File: src/rtl/fetch_pkg.sv
// Shared definitions for the instruction fetch stage: data width, fetch states,
// the opcodes understood by the main decoder and the reset NOP word.
package fetch_pkg;

    localparam int unsigned XLEN = 32;

    typedef enum logic [1:0] {
        FETCH_REQ  = 2'b00,
        FETCH_WAIT = 2'b01,
        FETCH_HOLD = 2'b10
    } fetch_state_e;

    localparam logic [6:0] OP_LOAD   = 7'b0000011;
    localparam logic [6:0] OP_STORE  = 7'b0100011;
    localparam logic [6:0] OP_RTYPE  = 7'b0110011;
    localparam logic [6:0] OP_BRANCH = 7'b1100011;

    localparam logic [XLEN-1:0] NOP_INSTR = 32'h0000_0013;

    // True when the main decoder has a control word for this opcode.
    function automatic logic is_legal_op(input logic [6:0] op);
        logic legal;
        case (op)
            OP_LOAD, OP_STORE, OP_RTYPE, OP_BRANCH: legal = 1'b1;
            default:                                legal = 1'b0;
        endcase
        return legal;
    endfunction

endpackage

File: src/rtl/pc_next.sv
// Next-PC selection at instruction consume: sequential pc+4 or a word-aligned
// branch target.
module pc_next
    import fetch_pkg::*;
(
    input  logic [XLEN-1:0] pc_i,
    input  logic            redirect_i,
    input  logic [XLEN-1:0] redirect_target_i,
    output logic [XLEN-1:0] next_pc_o
);

    logic [XLEN-1:0] pc_plus4;
    logic [XLEN-1:0] target_aligned;
    logic            unused_target_lsbs;

    // Wraps modulo 2^XLEN by construction; no carry out is kept.
    assign pc_plus4       = pc_i + XLEN'(4);
    assign target_aligned = {redirect_target_i[XLEN-1:2], 2'b00};

    assign unused_target_lsbs = ^redirect_target_i[1:0];

    always_comb begin
        next_pc_o = pc_plus4;
        if (redirect_i) begin
            next_pc_o = target_aligned;
        end
    end

endmodule

File: src/rtl/instr_fetch.sv
// Instruction fetch stage: request a word at pc, wait for the response, then hold
// it for decode until consumed; the consume cycle also selects the next pc.
module instr_fetch
    import fetch_pkg::*;
#(
    parameter logic [XLEN-1:0] RESET_PC = 32'h0000_0000
) (
    input  logic            clk,
    input  logic            reset,
    output logic            imem_req_valid,
    input  logic            imem_req_ready,
    output logic [XLEN-1:0] imem_addr,
    input  logic            imem_rsp_valid,
    input  logic [XLEN-1:0] imem_rdata,
    output logic            instr_valid,
    input  logic            instr_ready,
    output logic [XLEN-1:0] instr,
    output logic [6:0]      instr_op,
    output logic [XLEN-1:0] instr_pc,
    output logic            instr_illegal,
    input  logic            redirect,
    input  logic [XLEN-1:0] redirect_target
);

    localparam logic [1:0] S_REQ  = FETCH_REQ;
    localparam logic [1:0] S_WAIT = FETCH_WAIT;
    localparam logic [1:0] S_HOLD = FETCH_HOLD;

    localparam logic [XLEN-1:0] RESET_PC_ALIGNED = {RESET_PC[XLEN-1:2], 2'b00};

    logic [1:0]      state_q, state_d;
    logic [XLEN-1:0] pc_q, pc_d;
    logic [XLEN-1:0] instr_q, instr_d;
    logic [XLEN-1:0] pc_next_w;

    pc_next u_pc_next (
        .pc_i              (pc_q),
        .redirect_i        (redirect),
        .redirect_target_i (redirect_target),
        .next_pc_o         (pc_next_w)
    );

    // pc only moves on consume, so it stays the address of the held word.
    always_comb begin
        state_d = state_q;
        pc_d    = pc_q;
        instr_d = instr_q;
        unique case (state_q)
            S_REQ: begin
                if (imem_req_ready) begin
                    state_d = S_WAIT;
                end
            end
            S_WAIT: begin
                if (imem_rsp_valid) begin
                    state_d = S_HOLD;
                    instr_d = imem_rdata;
                end
            end
            S_HOLD: begin
                if (instr_ready) begin
                    state_d = S_REQ;
                    pc_d    = pc_next_w;
                end
            end
            default: begin
                state_d = S_REQ;
            end
        endcase
    end

    always_ff @(posedge clk) begin
        if (reset) begin
            state_q <= S_REQ;
            pc_q    <= RESET_PC_ALIGNED;
            instr_q <= NOP_INSTR;
        end else begin
            state_q <= state_d;
            pc_q    <= pc_d;
            instr_q <= instr_d;
        end
    end

    always_comb begin
        imem_req_valid = (state_q == S_REQ);
        imem_addr      = pc_q;
        instr_valid    = (state_q == S_HOLD);
        instr          = instr_q;
        instr_op       = instr_q[6:0];
        instr_pc       = pc_q;
        instr_illegal  = instr_valid && !is_legal_op(instr_q[6:0]);
    end

endmodule
File: config.mk
export PLATFORM = sky130hd
export DESIGN_NAME = instr_fetch
export DESIGN_NICKNAME = d
export VERILOG_FILES = /design/src/rtl/fetch_pkg.sv /design/src/rtl/pc_next.sv /design/src/rtl/instr_fetch.sv
export SDC_FILE = /design/constraint.sdc
export NUM_CORES = 1
export LEC_CHECK = 0
export ABC_AREA = 0
export ABC_CLOCK_PERIOD_IN_PS = 3100
export CORE_MARGIN = 3
export CORE_UTILIZATION = 45
export CTS_CLUSTER_DIAMETER = 200
export DETAILED_ROUTE_END_ITERATION = 16
export GPL_ROUTABILITY_DRIVEN = 0
export PLACE_DENSITY = 0.92
export SLEW_MARGIN = 30
export SYNTH_ARGS = -nofsm -noshare
export SYNTH_HDL_FRONTEND = slang
export SYNTH_HIERARCHICAL = 1
export SYNTH_SLANG_ARGS = --single-unit
File: constraint.sdc
create_clock -name clk -period 3.1 [get_ports clk]
set_input_delay 0.31 -clock clk [delete_from_list [all_inputs] [get_ports clk]]
set_output_delay 0.31 -clock clk [all_outputs]
set_load 0.01 [all_outputs]
# [Word level (Yosys, flattened, before mapping)]
# Cells that the tools add are included.
[word_totals] regBits=66 output_inout_bits=106 elab_cells=26
[op_classes] addsub=1 eq_ne=9 muxes=6 n_reduce_logical=7
[ops] cell="32-bit by 3-bit adder with 32-bit output (second input constant)" count=1
[ops] cell="32-bit two-way mux" count=1
[ops] cell="7-bit by 6-bit equality test with 1-bit output (second input constant)" count=2
[ops] cell="7-bit by 2-bit equality test with 1-bit output (second input constant)" count=1
[ops] cell="7-bit equality test (second input constant)" count=1
[ops] cell="2-bit two-way mux" count=3
[ops] cell="2-bit case mux with 3 select lines" count=1
[ops] cell="2-bit by 1-bit inequality test with 1-bit output (second input constant)" count=2
[ops] cell="2-bit AND reduction" count=2
[ops] cell="4-bit OR reduction" count=1
[ops] cell="3-bit AND reduction" count=1
[ops] cell="2-bit by 1-bit equality test with 1-bit output (second input constant)" count=1
[ops] cell="2-bit equality test (second input constant)" count=1
[ops] cell="2-bit zero test" count=1
[ops] cell="2-bit inequality test (second input constant)" count=1
[ops] cell="1-bit logical AND" count=1
[ops] cell="1-bit zero test" count=1
[ops] cell="1-bit two-way mux" count=1

# [Depth between registers and ports, before layout]
# Gate-level depths: netlist (run 1).
[logic_depth] word_depth=5 mapped_depth=8 mapped_depth_nobuf=7

# [Hierarchy]
# The synthesis (run 1) kept the hierarchy.
[by_module_without_submodules] mod="instr_fetch" n_inst=1 cells_per_inst=334 area_per_inst_um2=2648.8
[by_module_without_submodules] mod="pc_next" n_inst=1 cells_per_inst=175 area_per_inst_um2=1021.0

# [Worst setup path before layout (run 1)]
# OpenSTA, ideal clock, no wires.
[synth_timing] path_type="flip-flop to flip-flop" start="register pc_q[2], in the netlist imem_addr[2]" end="register pc_q[22], in the netlist imem_addr[22]" arrival_ns=2.132 required_time_ns=3.030 setup_slack_ns=0.897 stages_incl_launch_ff=9 period_less_slack_ns=2.203 path_cell_list="dfxtp_1 ha_1 nand3_1 or3_1 clkbuf_1 or4_1 a31oi_1 nand2_1 a21oi_1"
[synth_between] elab_chain_len=2
[synth_rtl] item="start, declared" line="instr_fetch.sv:32" rtl="logic [XLEN-1:0] pc_q, pc_d;"
[synth_rtl] item="start signal, assigned" line="instr_fetch.sv:79" rtl="pc_q <= pc_d;"
[synth_rtl] item="32-bit by 3-bit adder with 32-bit output" line="pc_next.sv:17" rtl="assign pc_plus4 = pc_i + XLEN'(4);"
[synth_rtl] item="32-bit two-way mux" line="pc_next.sv:24" rtl="if (redirect_i) begin"
[synth_rtl] item="named net pc_next_w[22]" line="instr_fetch.sv:34" rtl="logic [XLEN-1:0] pc_next_w;"
# The timed path passes the listed nets, and every way through them passes these cells.
# A chain may end at the register's enable or synchronous reset.

# [Worst setup path after layout (run 1)]
[layout_timing] start="register pc_q[2], in the netlist imem_addr[2]" end="register pc_q[26], in the netlist imem_addr[26]"
# The elaborated chain is that of the path after synthesis.

==> key figures, run 1 <==
Final layout
  – Seq. cell area: 0.00132 mm2
  – Layout cells sized above 1: 4.27%
  – Fill count: 642
  – Synth-to-layout area growth: 44.1%
  – Final net count: 701
  – Multi-input gate area: 0.00186 mm2
  – Antenna fix cells: 0

STA
  – Count of final max-slew check failures: 0
  – Final min period: 2.54 ns
  – RSZ-0062 raised after global routing: no
  – Post-Route Setup TNS: 0 ns
  – Slew Limit Headroom: 39.6%
  – Tcrit/Tclk final: 82.0%
  – Fmax: 393 MHz
  – Final setup violation count: 0
  – Worst hold slack: 0.453 ns
  – Clk_skew: 0.00688 ns
  – Worst Tran Pin Value: 0.906 ns
  – Final Hold Fails: 0

Worst setup path
  – Critical path startpoint: imem_addr[2]$_SDFFE_PP0P_
  – Worst path bufs/invs: 0
  – Startpoint Class: register
  – Cell chain of the critical path: ha_1, nand3_1, or3_1, or4_1, a31oi_1, nand2_1, a21oi_1
  – Crit Path Category: reg2reg
  – Critical Path Fanout Max: 12
  – WP depth: 7
  – WP data arrival: 2.80 ns
  – Req. time, crit path: 3.35 ns
  – Reg2reg end: imem_addr[26]$_SDFFE_PP0P_
  – Reg2reg start: imem_addr[2]$_SDFFE_PP0P_
  – Crit-path max cell delay: 0.59 ns
  – Top cell family by delay on the critical path: simple AND/OR/NAND/NOR gates
  – Worst reg-to-reg path cell count: 7
  – Worst Setup End Kind: register
  – Setup crit end: imem_addr[26]$_SDFFE_PP0P_
  – Slowest cell on the critical path: or3_1
  – Setup slack, reg-to-reg: 0.56 ns

Placed design
  – DP Wirelength: 7820 um
  – IO buf count: 173

Logic synthesis
  – Mux cell area share after synthesis: 0.580%
  – Area share of fa/ha/maj cells after synthesis: 0.614%
  – Top_reg_cell synth: dfxtp_1
  – Mapped cell area: 0.00367 mm2
  – Leading area contributor after synthesis: dfxtp_1
  – Synth Area in Compound Gates: 15.4%
  – Largest family of logic cells by synthesized area: simple AND/OR/NAND/NOR gates
  – Synth async-reset ratio: 0%
  – Seq/Total Area, Yosys: 36.0%
  – Yosys reg bits: 66
  – Post-Synth XOR/XNOR Area: 3.34%
  – Synth cell types: 45
  – Syn nets: 580
  – Simple-gate share of the synthesized area: 30.7%
  – Post-synth EDFFs: 0
  – Number of synthesis warnings: 6
  – Top cell type's share of synthesized area: 36.0%
  – Syn avg cell area: 7.21 um2
  – Post-Synthesis Cells: 509
  – Synth area leaders: dfxtp_1 (36%), nand2_1 (15%), buf_4 (8.6%)

GRT
  – Total track usage: 22.2%
  – Busiest grt layer: met2
  – Initial antenna violation count: 0
  – Largest net degree at the start of global routing: 53
  – Total gr overflow: 0
  – M2 GR Usage: 39.7%
  – Met3 Resource Use GR: 7.58%
  – Met1 Usage GRT: 25.0%
  – First-pass GRT wire length: 16400 um
  – Vias in the first global route: 3523

Clock network
  – Total setup buffers inserted after CTS: 0
  – Root buf cell: clkbuf_8
  – CTS Hold Bufs: 0
  – CTS tree: done
  – CTS sink count: 66
  – CTS Buf Count: 9
  – Largest buffer count on any clock path: 2
  – Clock latency on the worst-skew pair: 0.33 ns
  – # resized after CTS: 0
  – Clk pin slew, worst setup/hold paths: 0.07 ns
  – H-tree depth: 3

Detailed routing
  – WL final: 10800 um
  – Initial DRC count: 151
  – DRT Pass-1 Iters: 5
  – WL/cell: 14.7 um
  – Drt via density: 5.36
  – Drc violations: 0
  – Vias: 3937
  – DRT antenna net count: 0

Die
  – Die Height: 96.3 um
  – CORE AREA: 0.00781 mm2
  – Die ar.: 0.00927 mm2
  – Initial core utilization: 47.0%
  – FP Rows: 32
  – Die W: 96.3 um
  – # IOs: 176

Power and ir drop
  – Sw power: 444 uW
  – Pwr dens: 334 mW/mm2
  – Cell-internal power: 1320 uW
  – Seq pwr share: 50.3%
  – Clk pwr share: 34.8%
  – Switching share of power: 25.1%
  – VDD IR max: 0.295 mV
  – Comb pwr share: 14.9%
  – P_leak: 0.00172 uW

Min path
  – Tightest Hold Check Type: reg2reg

Run status
  – Outcome: complete, no violations

Run
  – Max cap viols: 0
## cells in the final DEF (no fill, tap or decap), types with 2 or more instances in the layout
master	instances
clkinv_2	2
o21ai_0	21
a21oi_1	62
nand4_1	5
nand3b_1	3
clkbuf_8	10
nor2_1	18
xor2_1	2
buf_4	9
and3b_1	2
o211ai_1	2
and3_1	3
nor3_1	13
dfxtp_1	66
clkdlybuf4s50_1	172
nor2b_1	4
o31ai_1	3
nand2b_1	2
inv_1	7
a31oi_1	9
or4_1	6
nor4_1	5
and4_1	3
nand3_1	15
or3_1	6
nand2_1	150
xnor2_1	12
## cell families after synthesis
group	Yosys count
fa+ha+maj	2
simple gates	243
flops	66
mux	2
compound gates	103
xor+xnor	14
buf+inv	79
## metrics by stage
step | std cells | setup WS, ns | power (uW) | util (%) | area [um2]
floorplan | 509 | 0.897 | 1020 | - | 3670
CTS | 735 | 0.579 | 1780 | 67.7 | 5290
detailed placement | 721 | 0.604 | 1170 | 65.7 | 5130
global route | 735 | 0.429 | 1840 | 67.7 | 5290
global placement | 721 | 0.712 | 1160 | 65.7 | 5130
finish | 735 | 0.558 | 1770 | 67.7 | 5290
## cells in the mapped netlist (2+ instances only)
cell type	count
and3b_1	2
xnor2_1	12
and3_1	3
xor2_1	2
nor3_1	13
inv_1	7
a21oi_1	62
nand3b_1	3
buf_2	11
nor2_1	18
clkbuf_1	16
and4_1	3
nor4_1	5
o211ai_1	2
buf_6	3
nand3_1	15
nor2b_1	4
or4_1	6
a31oi_1	9
nand2_1	150
o31ai_1	3
nand4_1	5
dfxtp_1	66
nand2b_1	2
or3_1	6
buf_4	42
o21ai_0	21
## worst reg2reg max path: stages (launching register included)
cell	delay [ns]
dfxtp_1	0.45
ha_1	0.24
nand3_1	0.24
or3_1	0.60
or4_1	0.52
a31oi_1	0.21
nand2_1	0.07
a21oi_1	0.15
## power by group through the flow
stage	clock network [uW]	registers (uW)	logic, uW
6_report	614	889	264
5_1_grt	664	891	286
4_1_cts	623	889	265
3_5_place_dp	0	908	263
3_3_place_gp	0	906	258
2_1_floorplan	0	913	107
## routing by layer
layer	wire length [um]	vias to the layer above
met2	5400	194
met3	1210	16
li1	-	1927
met4	121	0
met1	4050	1800
met5	0	-
## worst min-delay path by stage
stage | startpoint | slack [ns] | to | cells after the start
final | instr[15]$_SDFFE_PP0P_ | 0.45 | instr[15]$_SDFFE_PP0P_ | 2
after global routing | instr[17]$_SDFFE_PP0P_ | 0.47 | instr[17]$_SDFFE_PP0P_ | 2
after CTS | instr[17]$_SDFFE_PP0P_ | 0.46 | instr[17]$_SDFFE_PP0P_ | 2
after detailed placement | instr[17]$_SDFFE_PP0P_ | 0.45 | instr[17]$_SDFFE_PP0P_ | 2
after global placement | instr[15]$_SDFFE_PP0P_ | 0.44 | instr[15]$_SDFFE_PP0P_ | 2
after floorplan | imem_rdata[0] | 0.44 | instr[0]$_SDFFE_PP1P_ | 2
## sequential cells by signal, summed over array words and instances, names as in the netlist
register	count
state_q	2
instr	32
imem_addr	32
## area by class of cell
type | instances | share of cell area [%]
tap | 102 | 2.41
clock buffer | 11 | 2.67
sequential | 66 | 25.0
clock inverter | 3 | 0.331
multi-input combinational | 364 | 35.1
inverter | 7 | 0.497
timing repair buffer | 182 | 33.9
Power figures use the tool's default switching activity.
==> run 2, diff against run 1 <==
Settings changed: ABC_CLOCK_PERIOD_IN_PS 3100 to 2480, CORE_UTILIZATION 45 to 41, PLACE_DENSITY 0.92 to 0.86.
Clock period 3.1 ns to 2.48 ns, I/O delays scaled along.
==> run 2 against run 1 <==
Against the previous run:
- sequential power increased by 25%
- register-to-register slack got worse by 0.32 ns
- maximum frequency increased by 13%
- sequential cell count unchanged
- clock-buffer cell count decreased by 1
- die area increased by 9.1%
- global-route usage decreased by 0.61 points
- sequential share of layout area decreased by 0.83 points
- clock skew increased by 0.0038 ns
- combinational power increased by 28%
- first-iteration DRC count increased by 11%
- non-clock buffer count increased by 13
==> key figures, run 2 (synthesis results as in run 1) <==
Run status
  – Outcome: complete, no violations

Detailed routing
  – WL/cell: 14.7 um (about the same)
  – DRT antenna net count: 0 (unchanged)
  – WL final: 11100 um (+2.5%)
  – Routed met3 length: 1180 um (-2.6%)
  – Drc violations: 0 (unchanged)
  – DR WL met2: 5470 um (+1.1%)
  – Initial DRC count: 167 (+11%)
  – Drt via density: 5.33 (-0.56%)
  – DRT Pass-1 Iters: 4 (-1)
  – Vias: 4011 (+1.9%)
  – Top layer in use: met4
  – M1 WL: 4180 um (+3.1%)

Power and ir drop
  – Overall power: 2470 uW (+40%)
  – Comb pwr share: 13.7% (-1.2 points)
  – Sw power: 591 uW (+33%)
  – Seq pwr share: 44.8% (-5.5 points)
  – Pwr dens: 451 mW/mm2 (+35%)
  – VDD IR max: 0.471 mV (+59%)
  – Cell-internal power: 1880 uW (+42%)
  – P_leak: 0.00183 uW (+6.1%)
  – Switching share of power: 24.0% (-1.2 points)
  – Clk pwr share: 41.4% (+6.6 points)

Worst setup path
  – WP data arrival: 2.51 ns (-0.29 ns)
  – Top cell family by delay on the critical path: simple AND/OR/NAND/NOR gates
  – Crit Path Category: reg2reg
  – Req. time, crit path: 2.74 ns (-0.61 ns)
  – Worst Setup End Kind: register
  – Worst path bufs/invs: 0 (unchanged)
  – Critical Path Fanout Max: 12 (unchanged)
  – Slowest cell on the critical path: or3_1
  – Startpoint Class: register
  – Crit-path max cell delay: 0.58 ns (about the same)
  – Cell chain of the critical path: ha_1, nand3_1, or3_1, or4_1, a31oi_1, nand2_1, a21oi_1

Clock network
  – Clock latency on the worst-skew pair: 0.34 ns (about the same)
  – CTS Buf Count: 9 (unchanged)
  – CTS sink count: 66 (unchanged)
  – # resized after CTS: 0 (unchanged)
  – H-tree depth: 3 (unchanged)
  – Largest buffer count on any clock path: 2 (unchanged)
  – CTS tree: done
  – Root buf cell: clkbuf_8
  – Clk pin slew, worst setup/hold paths: 0.08 ns (about the same)
  – Total setup buffers inserted after CTS: 0 (unchanged)
  – CTS Hold Bufs: 0 (unchanged)

STA
  – RSZ-0062 raised after global routing: no
  – Final min period: 2.25 ns (-0.296 ns)
  – Final setup violation count: 0 (unchanged)
  – Fmax: 445 MHz (+13%)
  – Worst Tran Pin Value: 0.557 ns (-0.349 ns)
  – Tcrit/Tclk final: 90.5% (+8.5 points)
  – Post-Route Setup TNS: 0 ns (unchanged)
  – Slew Limit Headroom: 62.8% (+23 points)
  – Count of final max-slew check failures: 0 (unchanged)
  – Final Hold Fails: 0 (unchanged)
  – Clk_skew: 0.0107 ns (+0.00384 ns)

Die
  – Initial core utilization: 43.4% (-3.6 points)
  – Die Height: 101 um (+4.5%)
  – Die ar.: 0.0101 mm2 (+9.1%)
  – FP Rows: 33 (+3.1%)
  – # IOs: 176 (unchanged)
  – Die W: 101 um (+4.5%)
  – CORE AREA: 0.00846 mm2 (+8.4%)

GRT
  – First-pass GRT wire length: 18100 um (+11%)
  – Total track usage: 21.6% (-0.61 points)
  – Total gr overflow: 0 (unchanged)
  – Vias in the first global route: 3809 (+8.1%)
  – Largest net degree at the start of global routing: 42 (-21%)
  – Initial antenna violation count: 0 (unchanged)

Final layout
  – Fill count: 707 (+10%)
  – Synth-to-layout area growth: 49.0%
  – Layout cells sized above 1: 6.64% (+2.4 points)
  – Most frequent cells in the layout: clkdlybuf4s50_1 (172), nand2_1 (150), dfxtp_1 (66), a21oi_1 (62)
  – Antenna fix cells: 0 (unchanged)
  – Final net count: 714 (+1.9%)
  – Most common cell after layout, fill and taps aside: clkdlybuf4s50_1

Placed design
  – IO buf count: 173 (unchanged)
  – DP Wirelength: 8140 um (+4.1%)

Run
  – Max cap viols: 0 (unchanged)

Min path
  – Tightest Hold Check Type: in2reg
-- run 2: cell count changes in the layout (fill, tap and decap cells not counted), sizes merged --
cell    before  now
clkinv       2    3
clkbuf      11   10
buf         10   23
bufinv       0    2
-- run 2: power by group through the flow --
stage | logic, uW | registers, uW | clock network, uW
after global routing | 368 | 1110 | 1100
after detailed placement | 338 | 1130 | 0
final | 339 | 1110 | 1020
after floorplan | 133 | 1140 | 0
after global placement | 334 | 1130 | 0
after CTS | 341 | 1110 | 1050
-- run 2: area by class of cell --
class	instances	area [um2]	area share, %
repair buffers	195	1900	34.8
clock inverters	6	90.1	1.65
inverters	7	26.3	0.480
flip-flops and latches	66	1320	24.2
clock buffers	10	138	2.52
well taps	105	131	2.40
multi-input cells	364	1860	34.0
-- run 2: through the flow --
stage               area [um2]  hold slack, ns  util, %  std cells  setup WS, ns
floorplan                 3670           0.375        -        509         0.277
global placement          5240           0.441     61.9        737         0.355
detailed placement        5240           0.449     61.9        737         0.275
CTS                       5470           0.395     64.6        753         0.240
global route              5470           0.433     64.6        753        0.0873
finish                    5470           0.406     64.6        753         0.235
-- run 2: metal layers --
| layer | track usage (%) | up-vias |
|---|---|---|
| met5 | 0 | - |
| met4 | 7.25 | 0 |
| met3 | 6.44 | 20 |
| met2 | 36.7 | 208 |
| met1 | 25.9 | 1829 |
| li1 | - | 1954 |
-- run 2: path summary, 6_finish.rpt --
path	slack, ns	start	to	depth (start not counted)
setup reg to reg	0.23	imem_addr[2]$_SDFFE_PP0P_	imem_addr[26]$_SDFFE_PP0P_	7
setup / recovery	0.23	imem_addr[2]$_SDFFE_PP0P_	imem_addr[26]$_SDFFE_PP0P_	7
hold reg to reg	0.45	instr[8]$_SDFFE_PP0P_	instr[8]$_SDFFE_PP0P_	2
hold / removal	0.41	reset	imem_addr[2]$_SDFFE_PP0P_	2
==> run 3, diff against run 2 <==
--- a/config.mk
+++ b/config.mk
@@ -13,5 +13,5 @@
 export DETAILED_ROUTE_END_ITERATION = 16
 export GPL_ROUTABILITY_DRIVEN = 0
-export PLACE_DENSITY = 0.86
+export PLACE_DENSITY = 0.81
 export SLEW_MARGIN = 30
 export SYNTH_ARGS = -nofsm -noshare
@@ -19,2 +19,3 @@
 export SYNTH_HIERARCHICAL = 1
 export SYNTH_SLANG_ARGS = --single-unit
+export TNS_END_PERCENT = 50
==> constraint.sdc (replaced) <==
create_clock -name clk -period 2.48 [get_ports clk]
set_input_delay 0.248 -clock clk [delete_from_list [all_inputs] [get_ports clk]]
set_output_delay 0.248 -clock clk [all_outputs]
set_load 0.02 [all_outputs]
==> run 3 against run 2 <==
Against the previous run:
- sequential power barely moved
- global-route usage rose by 0.45 points
- clock power fell by 15%
- via count did not move
- sequential share of layout area barely moved
- maximum frequency fell by 1.3%
- core utilization barely moved
- highest routed layer unchanged
==> key figures, run 3 (synthesis results as in run 1) <==
GRT
  – Total track usage: 22.0% (+0.45 points)
  – First-pass GRT wire length: 18300 um (+1.1%)
  – Vias in the first global route: 3809 (unchanged)
  – Total gr overflow: 0 (unchanged)
  – Initial antenna violation count: 0 (unchanged)
  – Largest net degree at the start of global routing: 41 (-2.4%)

Detailed routing
  – Drc violations: 0 (unchanged)
  – DRT antenna net count: 0 (unchanged)
  – WL final: 11300 um (+1.7%)
  – DRT Pass-1 Iters: 5 (+1)
  – Initial DRC count: 185 (+11%)
  – Drt via density: 5.29 (-0.66%)
  – WL/cell: 14.8 um (+1.0%)
  – Vias: 4011 (unchanged)

STA
  – Final min period: 2.27 ns (+0.0285 ns)
  – Post-Route Setup TNS: 0 ns (unchanged)
  – Worst Tran Pin Value: 0.591 ns (+0.0340 ns)
  – Clk_skew: 0.00824 ns (-0.00248 ns)
  – Count of final max-slew check failures: 0 (unchanged)
  – Setup ws final: 0.206 ns (-0.0285 ns)
  – RSZ-0062 raised after global routing: no
  – Slew Limit Headroom: 60.6% (-2.3 points)
  – Final Hold Fails: 0 (unchanged)
  – Fmax: 440 MHz (-1.3%)
  – Final setup violation count: 0 (unchanged)
  – Tcrit/Tclk final: 91.7% (+1.1 points)

Clock network
  – Largest buffer count on any clock path: 2 (unchanged)
  – Total setup buffers inserted after CTS: 0 (unchanged)
  – Clk pin slew, worst setup/hold paths: 0.08 ns (about the same)
  – CTS Hold Bufs: 0 (unchanged)
  – CTS sink count: 66 (unchanged)
  – Root buf cell: clkbuf_8
  – Clock latency on the worst-skew pair: 0.33 ns (about the same)
  – CTS tree: done
  – # resized after CTS: 0 (unchanged)
  – CTS Buf Count: 9 (unchanged)
  – H-tree depth: 3 (unchanged)

Worst setup path
  – Cell chain of the critical path: ha_1, nand3_1, or3_1, or4_1, a31oi_1, nand2_1, a21oi_1
  – Critical Path Fanout Max: 12 (unchanged)
  – Slowest cell on the critical path: or3_1
  – WP data arrival: 2.54 ns (+0.03 ns)
  – Critical path startpoint: imem_addr[2]$_SDFFE_PP0P_
  – Reg2reg start: imem_addr[2]$_SDFFE_PP0P_
  – Worst Setup End Kind: register
  – Startpoint Class: register
  – Crit Path Category: reg2reg
  – Req. time, crit path: 2.75 ns (about the same)
  – Crit-path max cell delay: 0.58 ns (about the same)

Final layout
  – Most frequent cells in the layout: clkdlybuf4s50_1 (172), nand2_1 (150), dfxtp_1 (66), a21oi_1 (62), buf_4 (26)
  – Multi-input gate area: 0.00186 mm2 (unchanged)
  – Most common cell after layout, fill and taps aside: clkdlybuf4s50_1
  – Fin area: 0.00547 mm2 (about the same)
  – Fill count: 762 (+7.8%)
  – Final net count: 719 (+0.70%)
  – Antenna fix cells: 0 (unchanged)
  – Post-layout util: 64.6% (about the same)
  – Layout cells sized above 1: 7.20% (+0.56 points)
  – Synth-to-layout area growth: 49.1% (about the same)
  – Seq. cell area: 0.00132 mm2 (unchanged)

Die
  – FP Rows: 33 (unchanged)
  – # IOs: 176 (unchanged)
  – Die W: 101 um (unchanged)
  – Die Height: 101 um (unchanged)
  – Initial core utilization: 43.4% (unchanged)
  – Die ar.: 0.0101 mm2 (unchanged)
  – CORE AREA: 0.00846 mm2 (unchanged)

Placed design
  – Dpl ws: 0.233 ns (-0.0423 ns)
  – Post-DP Area: 0.00528 mm2 (+0.72%)
  – IO buf count: 173 (unchanged)
  – DP Wirelength: 8160 um (+0.28%)

Power and ir drop
  – Pwr dens: 428 mW/mm2 (-5.2%)
  – VDD IR max: 0.347 mV (-26%)
  – P_leak: 0.00183 uW (+0.11%)

Run status
  – Outcome: complete, no violations

Min path
  – Tightest Hold Check Type: in2reg
  – Hold_sp: reset

Run
  – Max cap viols: 0 (unchanged)
[run 3: routing by layer]
layer / GRT usage [%] / share of wire (%) / vias to the layer above / routed length (um)
met4: 3.73 / 0.76 / 0 / 86
met5: 0 / 0 / - / 0
met2: 39.2 / 49 / 200 / 5550
met1: 25.5 / 38 / 1836 / 4320
li1: - / - / 1964 / -
met3: 8.17 / 12 / 11 / 1300
[run 3: worst max-delay path, delay by kind of cell (launching register included)]
kind	cells	cell delay (ns)
AOI/OAI and AO/OA	2	0.33
and+or+nand+nor	4	1.36
adders and majority gates	1	0.20
DFF	1	0.34
[run 3: through the flow]
step	hold slack, ns	power, uW	cells
floorplan	0.375	1300	509
global placement	0.441	1490	742
detailed placement	0.446	1500	742
CTS	0.419	2360	758
global route	0.427	2440	758
finish	0.429	2340	758
[run 3: power breakdown]
| group | switching, uW | total [uW] | internal (uW) |
|---|---|---|---|
| clock network | 418 | 864 | 446 |
| registers | 21.3 | 1110 | 1090 |
| logic | 171 | 369 | 198 |
[run 3: layout make-up]
type                    count  area share [%]
clock inverters             3           0.412
inverters                   7           0.480
well taps                 105            2.40
repair buffers            200            35.5
clock buffers              13            3.09
flip-flops and latches     66            24.2
multi-input cells         364            34.0
[run 3: final timing paths]
kind	to	slack (ns)	cells after the start
min	imem_addr[4]$_SDFFE_PP0P_	0.43	2
max reg2reg	imem_addr[26]$_SDFFE_PP0P_	0.21	7
max	imem_addr[26]$_SDFFE_PP0P_	0.21	7
min reg2reg	instr[24]$_SDFFE_PP0P_	0.45	2
